**src/rtl/irq_ctrl.sv**
```systemverilog
// Interrupt controller beside the 5-stage pipeline: synchronises async lines, latches rising
// edges as pending, picks the lowest-index unmasked line, and nests via a return stack.
// Entry and eret each produce a one-cycle redirect pulse with the target address.
module irq_ctrl #(
  parameter int unsigned NUM_IRQ    = 4,
  parameter int unsigned NEST_DEPTH = 2,
  parameter logic [31:0] VEC_BASE   = 32'h00003024,
  parameter logic [31:0] VEC_STRIDE = 32'h000000a4,
  localparam int unsigned ID_W      = $clog2(NUM_IRQ),
  localparam int unsigned LVL_W     = $clog2(NEST_DEPTH + 1)
) (
  input  logic               clk,
  input  logic               clr,
  input  logic [NUM_IRQ-1:0] irq,
  input  logic               eret,
  input  logic [31:0]        ret_pc,
  input  logic               mask_we,
  input  logic [NUM_IRQ-1:0] mask_wdata,
  output logic               int_req,
  output logic [31:0]        int_addr,
  output logic               eret_req,
  output logic [31:0]        eret_addr,
  output logic               cur_valid,
  output logic [ID_W-1:0]    cur_irq,
  output logic [LVL_W-1:0]   level,
  output logic [NUM_IRQ-1:0] pending,
  output logic [NUM_IRQ-1:0] mask
);

  // Stack is sized to the full level index range so the level counter indexes it exactly.
  localparam int unsigned      StkN   = 1 << LVL_W;
  localparam logic [LVL_W-1:0] MaxLvl = LVL_W'(NEST_DEPTH);

  typedef enum logic [1:0] {StRun, StTake, StRet, StHold} state_e;

  state_e             state_q;
  logic [NUM_IRQ-1:0] s1_q, s2_q, s3_q;
  logic [NUM_IRQ-1:0] rise, elig, pending_d;
  logic               win_vld;
  logic [ID_W-1:0]    win_id;
  logic               take, ret;
  logic [ID_W-1:0]    stk_id [StkN];
  logic [31:0]        stk_pc [StkN];

  assign cur_valid = (level != '0);

  // Edge detect, priority pick and take/return decisions.
  always_comb begin
    rise    = s2_q & ~s3_q;
    elig    = pending & ~mask;
    win_vld = 1'b0;
    win_id  = '0;
    for (int i = 0; i < NUM_IRQ; i++) begin
      if (elig[i] && !win_vld) begin
        win_vld = 1'b1;
        win_id  = ID_W'(i);
      end
    end
    ret  = (state_q == StRun) && eret && (level != '0);
    // eret has priority over a simultaneous take; the interrupt is retried after HOLD.
    take = (state_q == StRun) && !eret && win_vld &&
           ((level == '0) || ((level < MaxLvl) && (win_id < cur_irq)));
    pending_d = pending;
    if (take) pending_d[win_id] = 1'b0;
    // A new edge on the line being taken re-pends it.
    pending_d = pending_d | rise;
  end

  // Synchronisers, pending latch and mask register.
  always_ff @(posedge clk or posedge clr) begin
    if (clr) begin
      s1_q    <= '0;
      s2_q    <= '0;
      s3_q    <= '0;
      pending <= '0;
      mask    <= '0;
    end else begin
      s1_q    <= irq;
      s2_q    <= s1_q;
      s3_q    <= s2_q;
      pending <= pending_d;
      if (mask_we) mask <= mask_wdata;
    end
  end

  // Sequencing FSM with registered redirect pulses, nesting level and return stack.
  always_ff @(posedge clk or posedge clr) begin
    if (clr) begin
      state_q   <= StRun;
      int_req   <= 1'b0;
      int_addr  <= '0;
      eret_req  <= 1'b0;
      eret_addr <= '0;
      level     <= '0;
      cur_irq   <= '0;
      for (int i = 0; i < StkN; i++) begin
        stk_id[i] <= '0;
        stk_pc[i] <= '0;
      end
    end else begin
      int_req  <= 1'b0;
      eret_req <= 1'b0;
      unique case (state_q)
        StRun: begin
          if (ret) begin
            state_q   <= StRet;
            eret_req  <= 1'b1;
            eret_addr <= stk_pc[level - LVL_W'(1)];
            level     <= level - LVL_W'(1);
            cur_irq   <= (level > LVL_W'(1)) ? stk_id[level - LVL_W'(2)] : '0;
          end else if (take) begin
            state_q       <= StTake;
            int_req       <= 1'b1;
            int_addr      <= VEC_BASE + 32'(win_id) * VEC_STRIDE;
            stk_id[level] <= win_id;
            stk_pc[level] <= ret_pc;
            level         <= level + LVL_W'(1);
            cur_irq       <= win_id;
          end
        end
        StTake, StRet: state_q <= StHold;
        StHold:        state_q <= StRun;
        default:       state_q <= StRun;
      endcase
    end
  end

endmodule

```
**config.mk**
```make
export PLATFORM = sky130hd
export DESIGN_NAME = irq_ctrl
export DESIGN_NICKNAME = d
export VERILOG_FILES = /design/src/rtl/irq_ctrl.sv
export SDC_FILE = /design/constraint.sdc
export NUM_CORES = 1
export LEC_CHECK = 0
export CORE_UTILIZATION = 32
export DETAILED_ROUTE_END_ITERATION = 10
export GPL_TIMING_DRIVEN = 0
export PLACE_DENSITY_LB_ADDON = 0.25
export SYNTH_ARGS = -nofsm -noshare
export SYNTH_HDL_FRONTEND = slang
export SYNTH_SLANG_ARGS = --single-unit
```
**constraint.sdc**
```tcl
create_clock -name clk -period 9.7 [get_ports clk]
set_input_delay 1.94 -clock clk [delete_from_list [all_inputs] [get_ports clk]]
set_output_delay 1.94 -clock clk [all_outputs]
set_load 0.02 [all_outputs]
```
== After elaboration in Yosys (flattened, before gate mapping) ==
Cells that the tools add are included.
Widths: inputs -> output; s select.
Storage, ports and cells
  bits in registers: 228
  latch bits: 0
  bits in writable memories: 0
  ROM bits: 0
  input port bits: 44
  output and inout bits: 79
  logic and storage cells: 108
  memories: 0
Cells by class
  $add $sub $neg: 4
  $mul: 1
  div/mod/pow operators: 0
  order comparisons: 9
  equality and inequality tests: 4
  shifts and indexed selects: 0
  mux-type cells: 35
  bitwise logic cells: 11
  reductions and logical operators: 24
Operators with widths (number)
  $bwmux 128: 1
  $mux 32: 3
  $bmux 32 s2: 1
  $demux 32 s2: 1
  $mux 2: 12
  $add 14x10->15 const A: 1
  $and 4x4->4: 3
  $not 4->4: 3
  $logic_and 1x1->1: 11
  $mux 1: 11
  $ge 3x3->1 const B: 3
  $not 2->3: 3
  $bwmux 8: 1
  $mul 2x6->8 const B: 1
  $pmux 2 s3: 1
  $bmux 2 s2: 1
  $demux 2 s2: 1
  $eq 2x2->1 const B: 2
  $logic_not 1->1: 4
  $logic_not 2->1: 2
  $mux 4: 1
  $or 4x4->4: 1
  $reduce_and 2->1: 2
  $reduce_bool 2->1: 2
  16 further kinds: 16

== Logic depth before layout (Yosys ltp) ==
  depth after elaboration: 20
  gate-level depth with buffers: 11
  depth with buffers taken out: 9

== Worst setup path after synthesis ==
No wires, ideal clock.
  path type: register -> output
  start: reg level[0]
  end: out cur_valid
  data arrival time: 1.729 ns
  required time: 7.760 ns
  slack: 6.031 ns
  cell stages (with the launch flop): 6
  path buffers: 2
  path through: dfrtp_1 -> clkbuf_1 -> buf_2 -> inv_1 -> ha_1 -> inv_1
On the way
  cells in the longest elaborated chain, start to end: 1
RTL lines
  start, declared: RTL line 25  | output logic [LVL_W-1:0] level,
  start signal, assigned: RTL line 109  | level <= level - LVL_W'(1);
  start signal, assigned: RTL line 117  | level <= level + LVL_W'(1);
  $reduce_bool 2->1: RTL line 45  | assign cur_valid = (level != '0);
  end, declared: RTL line 23  | output logic cur_valid,
Every way passes these cells.

== Worst setup path in the final report ==
Ends and elaborated chain as after synthesis.

==> metrics.csv <==
metric,value,unit
CTS root buffer,clkbuf_16,
XOR/XNOR share of the synthesized area,0.103,%
proportion of synthesized area in mux cells,26.5,%
Core Region,26100,µm²
"most common cell after layout, fill and taps aside",dfrtp_1,
Yosys top cell area share,58.3,%
Post-DP HPWL,12.1,mm
number of global-route vias before repair,5299,
DRC Markers,0,
routed len/inst,16.4,µm
total gr overflow,0,
CTS Buffer Depth,2,
crit-path max cell delay,630,ps
Critical Path Source Type,register,
Critical Path Sink Type,output port,
distinct cell type count after synthesis,36,
clk sink count,198,
Post-synth EDFFs,0,
TritonCTS Buffers,17,
diodes inserted,0,
1st-iter DRT viols,262,
Synth Area in Compound Gates,2.62,%
Hold/Removal Path Class,register to register,
CP Class,register to output port,
Routed WL,18.0,mm
largest family of logic cells by synthesized area,multiplexers,
"Net count, final",799,
hold_buf cts,0,
Worst Max-Slew Pin Slew,977,ps
placed instance area,10000,µm²
Post-Place Setup Slack,5050,ps
Fin. Hold Viols,0,
"IR drop worst, VDD",0.149,mV
Mapped Cells,608,
crit path cell chain,clkbuf_1 > buf_2 > inv_1 > ha_1 > inv_1 > clkdlybuf4s50_1,
iteration count of the initial detailed-routing pass,6,
Die Ht,165,µm
Die Footprint,27200,µm²
Pleak,4.88,nW
"Arr. time, crit path",3050,ps
Synth Area per Inst,14.0,µm²
status,"finished, final reports clean",
chip width,165,µm
vias,4997,
leading area contributor after synthesis,dfrtp_1,
# Post-CTS Setup Buffers,0,
f_max,200,MHz
Synth Area in Adders,0.884,%
layout cells sized above 1,32.3,%
# setup viols final,0,
Setup WS post-layout,4710,ps
minimum clock period,4990,ps
Tcrit/Tclk final,51.4,%
row count,59,
Worst-Skew Late Latency,440,ps
largest net degree at the start of global routing,113,
Post-synth top flop,dfrtp_1,
PortBufs,100,
Initial Util,32.6,%
post-synthesis async set-or-reset flop share,100,%
"Seq/Total Area, Yosys",58.3,%
crit-path leading delay family,buffers and inverters,
Synth Cell Area,8490,µm²
clock slew at reported path FFs,80,ps
first-pass GRT wire length,29.7,mm
gp weighted congestion,0.741,
Via density,4.56,
register area,4950,µm²
"Buf+Inv Stages, Crit Path",5,
Synth area leaders,"dfrtp_1 (58%), mux2_2 (18%), mux4_2 (8.5%)",
initial antenna violation count,1,
DRT antenna net count,0,
H-tree depth,4,
max-capacitance violation count,0,
CTS tree,done,
area of the multi-input gates,3170,µm²
Slew Limit Headroom,34.5,%
crit-path most repeated cell,inv_1,
Finished Cell Area,10600,µm²
GRT Overall Usage,14.6,%
I/O Pins,123,
area grow syn2layout,24.7,%
RSZ-0062 raised after global routing,false,
#FFs+latches synth,198,
max-slew violation count,0,
Fillers,2517,
most frequent cells in the layout,"dfrtp_1 (198), mux2_2 (133), nand2_1 (101)",
data required time of the worst path,7760,ps
Post-Synth Simple-Gate Area,6.26,%
Setup Skew,15.4,ps
"Slowest-stage cell, CP",clkdlybuf4s50_1,
CTS resizes,0,
Synth Warn #,0,
top fanout value on the critical path,10,
power density over cell area,306,nW/µm²
-- state kept, by name (all words and copies together), names as in the netlist --
name       count
int_req        1
stk_id         4
int_addr       6
s1_q           4
eret_req       1
cur_irq        2
s2_q           4
state_q        2
eret_addr     32
mask           4
pending        4
stk_pc       128
s3_q           4
level          2
-- metal layers --
layer	global-route usage (%)	vias up	routed length, µm	share of wire (%)
li1	-	2341	-	-
met1	20.1	2552	8510	47
met2	22.9	86	8640	48
met3	3.26	16	611	3.4
met4	4.50	2	206	1.1
met5	0	-	15	0.083
-- stage by stage --
| step | hold slack (ps) | cells | setup TNS, ps | power (mW) | utilization (%) |
|---|---|---|---|---|---|
| 2_1_floorplan | 331 | 629 | 0 | 2.18 | - |
| 3_3_place_gp | 334 | 1064 | -93270 | 2.58 | 38.3 |
| 3_5_place_dp | 335 | 1065 | 0 | 2.60 | 38.5 |
| 4_1_cts | 353 | 1097 | 0 | 3.29 | 40.6 |
| 5_1_grt | 364 | 1097 | 0 | 3.47 | 40.6 |
| 6_report | 349 | 1097 | 0 | 3.24 | 40.6 |
-- final cells by class --
class                           instances  area share, %
Buffer                                 55           3.58
Timing Repair Buffer                  101           9.71
Multi-Input combinational cell        358           29.9
Sequential cell                       198           46.8
Tap cell                              335           3.96
Clock buffer                           17           4.02
Inverter                               18          0.709
Clock inverter                         15           1.30
-- cell usage after synthesis, types with 3 or more instances --
master,n
ha_1,6
mux4_2,32
nand2_2,3
buf_4,26
buf_2,6
buf_6,9
inv_1,18
o21ai_0,10
a21oi_1,9
nand2_1,101
clkbuf_1,12
mux2_2,133
nor2_1,8
dfrtp_1,198
and2b_1,3
mux2i_1,3
nand2b_1,4
a31oi_1,3
-- worst register-to-register path, delay by kind of cell, from the launching register on --
kind	cells	cell delay [ps]
buffers and inverters	7	2650
and+or+nand+nor	3	830
DFF	1	410
adders and majority gates	1	270
-- path summary, 6_finish.rpt --
check	start	endpoint	slack, ps	cells after the start
max	level[0]	cur_valid	4710	6
min	s1_q[3]	s2_q[3]	350	0
max reg2reg	level[0]	eret_addr[21]	5480	11
min reg2reg	s1_q[3]	s2_q[3]	350	0
max in group asynchronous	clr	stk_pc[65]	6740	3
min in group asynchronous	clr	stk_pc[123]	2060	2
-- logic make-up (layout without fill, tap and decap cells) --
family | count (synthesis) | after routing
AOI/OAI and AO/OA | 33 | 33
muxes | 168 | 168
adders and majority gates | 6 | 6
xor gates and xnor gates | 1 | 1
and+or+nand+nor | 128 | 128
buffers and inverters | 73 | 206
DFF | 198 | 198
other | 1 | 22
-- where the power goes --
group / internal [mW] / total (mW) / switching [mW]
Combinational: 0.682 / 1.26 / 0.579
Clock: 0.341 / 0.681 / 0.340
Sequential: 1.14 / 1.30 / 0.158
Power figures use the tool's default switching activity.
